## src/rtl/ld_cell_monitor.sv

```systemverilog
// ld_cell_monitor: rider-detect front end.
// Turns left/right load-cell readings into sum/difference flags with
// hysteresis through a 3-stage pipeline. It also holds the stability timer
// that the steer-enable state machine clears and polls.
// Build option: FAST_SIM_EN shortens the stability timer to 15 bits for
// simulation. The default build uses the full TMR_BITS width.
module ld_cell_monitor #(
    parameter logic [12:0] MIN_RIDER_WT = 13'h0200,
    parameter logic [12:0] WT_HYST      = 13'h0040,
    parameter int          TMR_BITS     = 26
) (
    input  logic        clk,
    input  logic        rst_n,
    input  logic        vld,
    input  logic [11:0] lft_ld,
    input  logic [11:0] rght_ld,
    input  logic        clr_tmr,
    output logic        sum_gt_min,
    output logic        sum_lt_min,
    output logic        diff_gt_1_4,
    output logic        diff_gt_15_16,
    output logic        tmr_full
);

    // Hysteresis band edges. WT_HYST < MIN_RIDER_WT, so the low edge cannot underflow.
    localparam logic [12:0] SUM_HI_THR = MIN_RIDER_WT + WT_HYST;
    localparam logic [12:0] SUM_LO_THR = MIN_RIDER_WT - WT_HYST;

`ifdef FAST_SIM_EN
    // Short timer for simulation. The upper timer bits are never built, so they read as 0.
    localparam int TMR_EFF = (TMR_BITS < 15) ? TMR_BITS : 15;
`else
    localparam int TMR_EFF = TMR_BITS;
`endif
    localparam logic [TMR_EFF-1:0] TMR_ONE = {{(TMR_EFF-1){1'b0}}, 1'b1};

    // Stage 1: captured raw readings
    logic [11:0] p1_lft_q, p1_rght_q;
    logic        p1_vld_q;
    // Stage 2: sum and absolute difference
    logic [12:0] p2_sum_q, p2_sum_d;
    logic [11:0] p2_adiff_q, p2_adiff_d;
    logic        p2_vld_q;
    // Stage 3: flags
    logic        gt_min_q, lt_min_q, d14_q, d1516_q;
    logic        gt_min_d, lt_min_d, d14_d, d1516_d;
    // Stability timer
    logic [TMR_EFF-1:0] tmr_q, tmr_d;

    // Stage 1: latch a reading only when it is strobed; track validity every cycle
    always_ff @(posedge clk or negedge rst_n) begin
        if (!rst_n) begin
            p1_lft_q  <= '0;
            p1_rght_q <= '0;
            p1_vld_q  <= 1'b0;
        end else begin
            p1_vld_q <= vld;
            if (vld) begin
                p1_lft_q  <= lft_ld;
                p1_rght_q <= rght_ld;
            end
        end
    end

    // Stage 2 arithmetic: the zero-extended sum cannot overflow 13 bits, and the
    // difference is taken larger-minus-smaller so it stays unsigned
    always_comb begin
        p2_sum_d = {1'b0, p1_lft_q} + {1'b0, p1_rght_q};
        if (p1_lft_q >= p1_rght_q) begin
            p2_adiff_d = p1_lft_q - p1_rght_q;
        end else begin
            p2_adiff_d = p1_rght_q - p1_lft_q;
        end
    end

    // Stage 2 register
    always_ff @(posedge clk or negedge rst_n) begin
        if (!rst_n) begin
            p2_sum_q   <= '0;
            p2_adiff_q <= '0;
            p2_vld_q   <= 1'b0;
        end else begin
            p2_vld_q <= p1_vld_q;
            if (p1_vld_q) begin
                p2_sum_q   <= p2_sum_d;
                p2_adiff_q <= p2_adiff_d;
            end
        end
    end

    // Stage 3 compares: all strict and unsigned. The two sum flags use thresholds
    // that do not overlap, so they are never set together
    always_comb begin
        gt_min_d = p2_sum_q > SUM_HI_THR;
        lt_min_d = p2_sum_q < SUM_LO_THR;
        d14_d    = {1'b0, p2_adiff_q} > (p2_sum_q >> 2);
        d1516_d  = {1'b0, p2_adiff_q} > (p2_sum_q - (p2_sum_q >> 4));
    end

    // Stage 3 register: flags change only when a valid reading arrives, and hold otherwise
    always_ff @(posedge clk or negedge rst_n) begin
        if (!rst_n) begin
            gt_min_q <= 1'b0;
            lt_min_q <= 1'b1;
            d14_q    <= 1'b0;
            d1516_q  <= 1'b0;
        end else if (p2_vld_q) begin
            gt_min_q <= gt_min_d;
            lt_min_q <= lt_min_d;
            d14_q    <= d14_d;
            d1516_q  <= d1516_d;
        end
    end

    // Timer next state: a clear wins; otherwise count up and stop at all-ones
    always_comb begin
        if (clr_tmr) begin
            tmr_d = '0;
        end else if (&tmr_q) begin
            tmr_d = tmr_q;
        end else begin
            tmr_d = tmr_q + TMR_ONE;
        end
    end

    // Timer register
    always_ff @(posedge clk or negedge rst_n) begin
        if (!rst_n) begin
            tmr_q <= '0;
        end else begin
            tmr_q <= tmr_d;
        end
    end

    assign sum_gt_min    = gt_min_q;
    assign sum_lt_min    = lt_min_q;
    assign diff_gt_1_4   = d14_q;
    assign diff_gt_15_16 = d1516_q;
    assign tmr_full      = &tmr_q;

endmodule

```

## config.mk

```make
export PLATFORM = sky130hd
export DESIGN_NAME = ld_cell_monitor
export DESIGN_NICKNAME = d
export VERILOG_FILES = /design/src/rtl/ld_cell_monitor.sv
export SDC_FILE = /design/constraint.sdc
export NUM_CORES = 1
export LEC_CHECK = 0
export BUFFER_PORTS_ARGS = -buffer_cell sky130_fd_sc_hd__buf_4
export CELL_PAD_IN_SITES_DETAIL_PLACEMENT = 0
export CELL_PAD_IN_SITES_GLOBAL_PLACEMENT = 1
export CORE_MARGIN = 2
export CORE_UTILIZATION = 35
export DETAILED_ROUTE_END_ITERATION = 16
export MAX_ROUTING_LAYER = met4
export PLACE_DENSITY_LB_ADDON = 0.1
export SLEW_MARGIN = 20
export SYNTH_ARGS = -nofsm -noshare
export SYNTH_HDL_FRONTEND = slang
export SYNTH_SLANG_ARGS = --single-unit
```

## constraint.sdc

```tcl
create_clock -name clk -period 4.2 [get_ports clk]
set_clock_uncertainty 0.2 [all_clocks]
set_input_delay 0.63 -clock clk [delete_from_list [all_inputs] [get_ports clk]]
set_output_delay 0.63 -clock clk [all_outputs]
set_load 0.05 [all_outputs]
```

**After elaboration in Yosys (flattened, before gate mapping)**

Index checks and enable logic that the tools add are counted.

- Add/sub/neg operators: 5
- Multipliers: 0
- Divide/modulo/power cells: 0
- Order comparisons: 5
- Equality and inequality tests: 1
- Shifts and indexed selects: 0
- Multiplexer cells: 3
- Bitwise gates (word level): 0
- Reduce and logical (&&, ||, !) cells: 1

Operators by type and width:

| operator | number |
|---|---|
| $mux 26 | 2 |
| $add 26x1->26 const B | 1 |
| $reduce_and 26->1 | 1 |
| $sub 12x12->12 | 2 |
| $add 12x12->13 | 1 |
| $gt 12x13->1 | 1 |
| $gt 13x10->1 const B | 1 |
| $lt 13x9->1 const B | 1 |
| $sub 13x9->13 | 1 |
| $ge 12x12->1 | 1 |
| $gt 12x11->1 | 1 |
| $mux 12 | 1 |
| $ne 2x2->1 const B | 1 |

- Register bits: 81
- Latch bits: 0
- RAM bits: 0
- Memory bits (read-only): 0
- Input bits: 28
- Output and inout port bits: 5
- Word-level logic and storage cells: 26
- Memories: 0

**Depth between registers and ports, before layout**

- Depth after elaboration: 3
- Depth in mapped cells: 16
- Gate-level depth less buffers: 16

**Worst setup path after synthesis**

Ideal clock, no wire load.

- Kind: register to register
- Start point: reg p2_sum_q[4]
- End point: reg d1516_q (netlist: diff_gt_15_16)
- Setup time: 0.128 ns
- Data arrival time: 2.871 ns
- Data required time: 3.872 ns
- Path slack: 1.001 ns
- Stages on the path, launching flop included: 15
- Buffers on the path: 0
- Period minus slack after synthesis: 3.199 ns
- Cells stage by stage: dfrtp_1 > ha_1 > fa_1 > nand2b_1 > a21oi_1 > o21ai_0 > a21oi_1 > a21o_1 > xnor2_1 > ha_1 > and4_1 > nand2_1 > or3_1 > o2111ai_1 > o22ai_1

- Cells in the longest elaborated chain, start to end: 2

Ends and longest elaborated chain:

| element | line | source |
|---|---|---|
| start: declaration | 41 | `logic [12:0] p2_sum_q, p2_sum_d;` |
| start signal: assignment | 85 | `p2_sum_q <= p2_sum_d;` |
| $sub 13x9->13 | 97 | `d1516_d = {1'b0, p2_adiff_q} > (p2_sum_q - (p2_sum_q >> 4));` |
| $gt 12x13->1 | 97 |  |
| end signal: assignment | 106 | `d1516_q <= 1'b0;` |
| end signal: assignment | 111 | `d1516_q <= d1516_d;` |
| end: declaration | 45 | `logic gt_min_q, lt_min_q, d14_q, d1516_q;` |

Every way passes these cells.
A chain may end at the register's enable or synchronous reset.

**Worst setup path in the final report**

Same ends and word-level chain as after synthesis.

==> flow_metrics.tcl <==
set metrics [dict create \
    vias_per_cell 5.12 \
    ys_ff_latch 80 \
    max_freq_mhz 288 \
    cts_tree "done" \
    worstPathCellList "ha_1 -> fa_1 -> nand2b_1 -> a21oi_1 -> o21ai_0 -> a21oi_1 -> a21o_1 -> xnor2_1 -> ha_1 -> and4_1 -> nand2_1 -> or3_1 -> o2111ai_1 -> o22ai_1" \
    antenna_found_initial 0 \
    drive_above_1_share 0.104 \
    cap_viol_max_count 0 \
    synth_top_area_share 0.335 \
    fin_nets 798 \
    post_cts_resized 0 \
    worst_pin_slew_ns 0.817 \
    syn_area_per_cell_sq_um 8.69 \
    ioPinCount 33 \
    hold_viol_final 0 \
    wirelength_um 14100 \
    std_cell_rows 47 \
    ant_nets 0 \
    synth.yosys.seq_area_share 0.340 \
    grt_first_pass_wirelength_um 24000 \
    yosys.area.top_type "dfrtp_1" \
    synth_area_leaders "dfrtp_1, ha_1, nor2_1" \
    fin_setup_tns_ns 0 \
    syn_inst 679 \
    fin_crit_ns 3.47 \
    synth_common_cells "dfrtp_1, nor2_1, ha_1" \
    crit_fanout 5 \
    pre_cts_slack_ns 0.731 \
    post_cts_buffers 0 \
    ff2ff_path_depth 14 \
    syn2layout_area_growth_pct 12.0 \
    num_vias 4724 \
    h-tree-depth 3 \
    path_buf_inv 0 \
    drc 0 \
    grt_pass1_vias 4676 \
    p_total_mw 3.31 \
    arrival_ns 3.50 \
    whs_ns 0.167 \
    start_util 0.357 \
    required_ns 4.22 \
    dp_hpwl_um 10700 \
    synth_edf_count 0 \
    r2r_setup_slack_ns 0.73 \
    synth_area_sq_um 5900 \
    dr.first_iter.drc_count 313 \
    critPathCaptureType "flop" \
    die_area_sq_um 17900 \
    clk_pin_slew_worst_paths_ns 0.06 \
    cts_root_buf "clkbuf_16" \
    crit_type "reg2reg" \
    final_core_util 0.400 \
    crit_slowest_cell "dfrtp_1" \
    finalSetupViolCount 0 \
    peakVddDrop_uv 242 \
    fin_crit_sh 0.827 \
    crit_family "adder cells" \
    hold_class "in2async" \
    antennaDiodeCount 0 \
    max_stage_delay_ns 0.43 \
    die_h_um 134 \
    rsz0062_at_grt "false" \
    portBuffers 32 \
    clock_sinks 80 \
    cts_made_buffers 9 \
    grt_max_degree 63 \
    syn-num-nets 779 \
    overflow 0 \
    die_w_um 134 \
    leakagePower_nw 2.97 \
    clk_latency_ns 0.35 \
    power_density_nw_per_um2 500 \
    track_usage 0.172 \
    post_drt_wl_per_cell_um 15.3 \
    slew_viol_final 0 \
    setup_ws_ns 0.725 \
    drtPass1Iterations 4 \
    core_area_sq_um 16500 \
    yosys_warnings 0 \
    ys.flop_type "dfrtp_1" \
    status "complete, no violations" \
    clk_path_buf_depth 2 \
    place_congestion 0.852 \
    relSlewSlack 0.455 \
    hold_buffers 0 \
    critPathLaunchType "flop" \
    cp.depth 14 \
    yosysMostFrequentCell "dfrtp_1" \
    n_fill_cell 1672 \
    ys_types 69 \
    synth_async_sr_flop_share 1.00 \
]
==> layout by cell type, fill, tap and decap left out, types with 14 or more instances in the layout <==
cell,count
a21oi_1,54
ha_1,68
xnor2_1,30
nor2_1,76
nand2_1,45
nand3_1,19
dfrtp_1,79
xor2_1,14
inv_1,61
buf_4,35
o21ai_0,50
==> cell type report <==
class,count,area (sq um),share of cell area
tap,220,275,0.0417
clock inverter,5,65.1,0.00985
clock buffer,11,243,0.0367
timing repair buffer,35,263,0.0398
inverter,63,239,0.0362
multi-input combinational,509,3520,0.533
sequential,80,2000,0.303
==> per-layer routing <==
layer  vias to the layer above  GRT usage  wire length, um
li1                       2399          -                -
met1                      2247      0.246             7340
met2                        66      0.250             6200
met3                        12     0.0302              353
met4                         0     0.0491              190
met5                         -          -                0
==> metrics by stage <==
step / instance area, sq um / instances
2_1_floorplan: 5900 / 679
3_3_place_gp: 6300 / 907
3_5_place_dp: 6300 / 907
4_1_cts: 6610 / 923
5_1_grt: 6610 / 923
6_report: 6610 / 923
==> worst register-to-register path, stage by stage (launching register included) <==
cell and delay [ns]:
dfrtp_1 0.43, ha_1 0.27, fa_1 0.41, nand2b_1 0.16, a21oi_1 0.17, o21ai_0 0.13
a21oi_1 0.23, a21o_1 0.18, xnor2_1 0.08, ha_1 0.29, and4_1 0.20, nand2_1 0.07
or3_1 0.36, o2111ai_1 0.11, o22ai_1 0.09
==> worst paths after layout <==
kind,endpoint,startpoint
max in group asynchronous,tmr_q[24],rst_n
min in group clk,sum_lt_min,sum_lt_min
setup reg to reg,diff_gt_15_16,p2_sum_q[4]
hold reg to reg,sum_lt_min,sum_lt_min
setup / recovery,diff_gt_15_16,p2_sum_q[4]
hold / removal,p1_lft_q[2],rst_n
==> registers in the layout (all words and copies together) (netlist names) <==
name,count
sum_gt_min,1
p2_sum_q,13
p2_vld_q,1
sum_lt_min,1
diff_gt_15_16,1
p1_lft_q,12
diff_gt_1_4,1
p1_vld_q,1
p2_adiff_q,11
tmr_q,26
p1_rght_q,12
==> power by group <==
| group | leakage (nW) | total (mW) | internal, mW | switching (mW) |
|---|---|---|---|---|
| clock network | 0.144 | 0.825 | 0.482 | 0.343 |
| registers | 0.990 | 1.01 | 0.879 | 0.133 |
| logic | 1.84 | 1.47 | 0.642 | 0.826 |
| total | 2.97 | 3.31 | 2.00 | 1.30 |
==> cell families (layout without fill, tap and decap cells) <==
kind of cell / Yosys count / in the layout / share of synthesized area
multiplexers: 8 / 8 / 0.0140
AND/OR/NAND/NOR: 215 / 215 / 0.179
adder cells (fa/ha/maj): 72 / 72 / 0.158
AO/OA/AOI/OAI: 170 / 170 / 0.181
XOR/XNOR: 44 / 44 / 0.0653
flip-flops: 80 / 80 / 0.340
buffers and inverters: 90 / 114 / 0.0641
No activity file was read; power rests on OpenSTA's default activity.
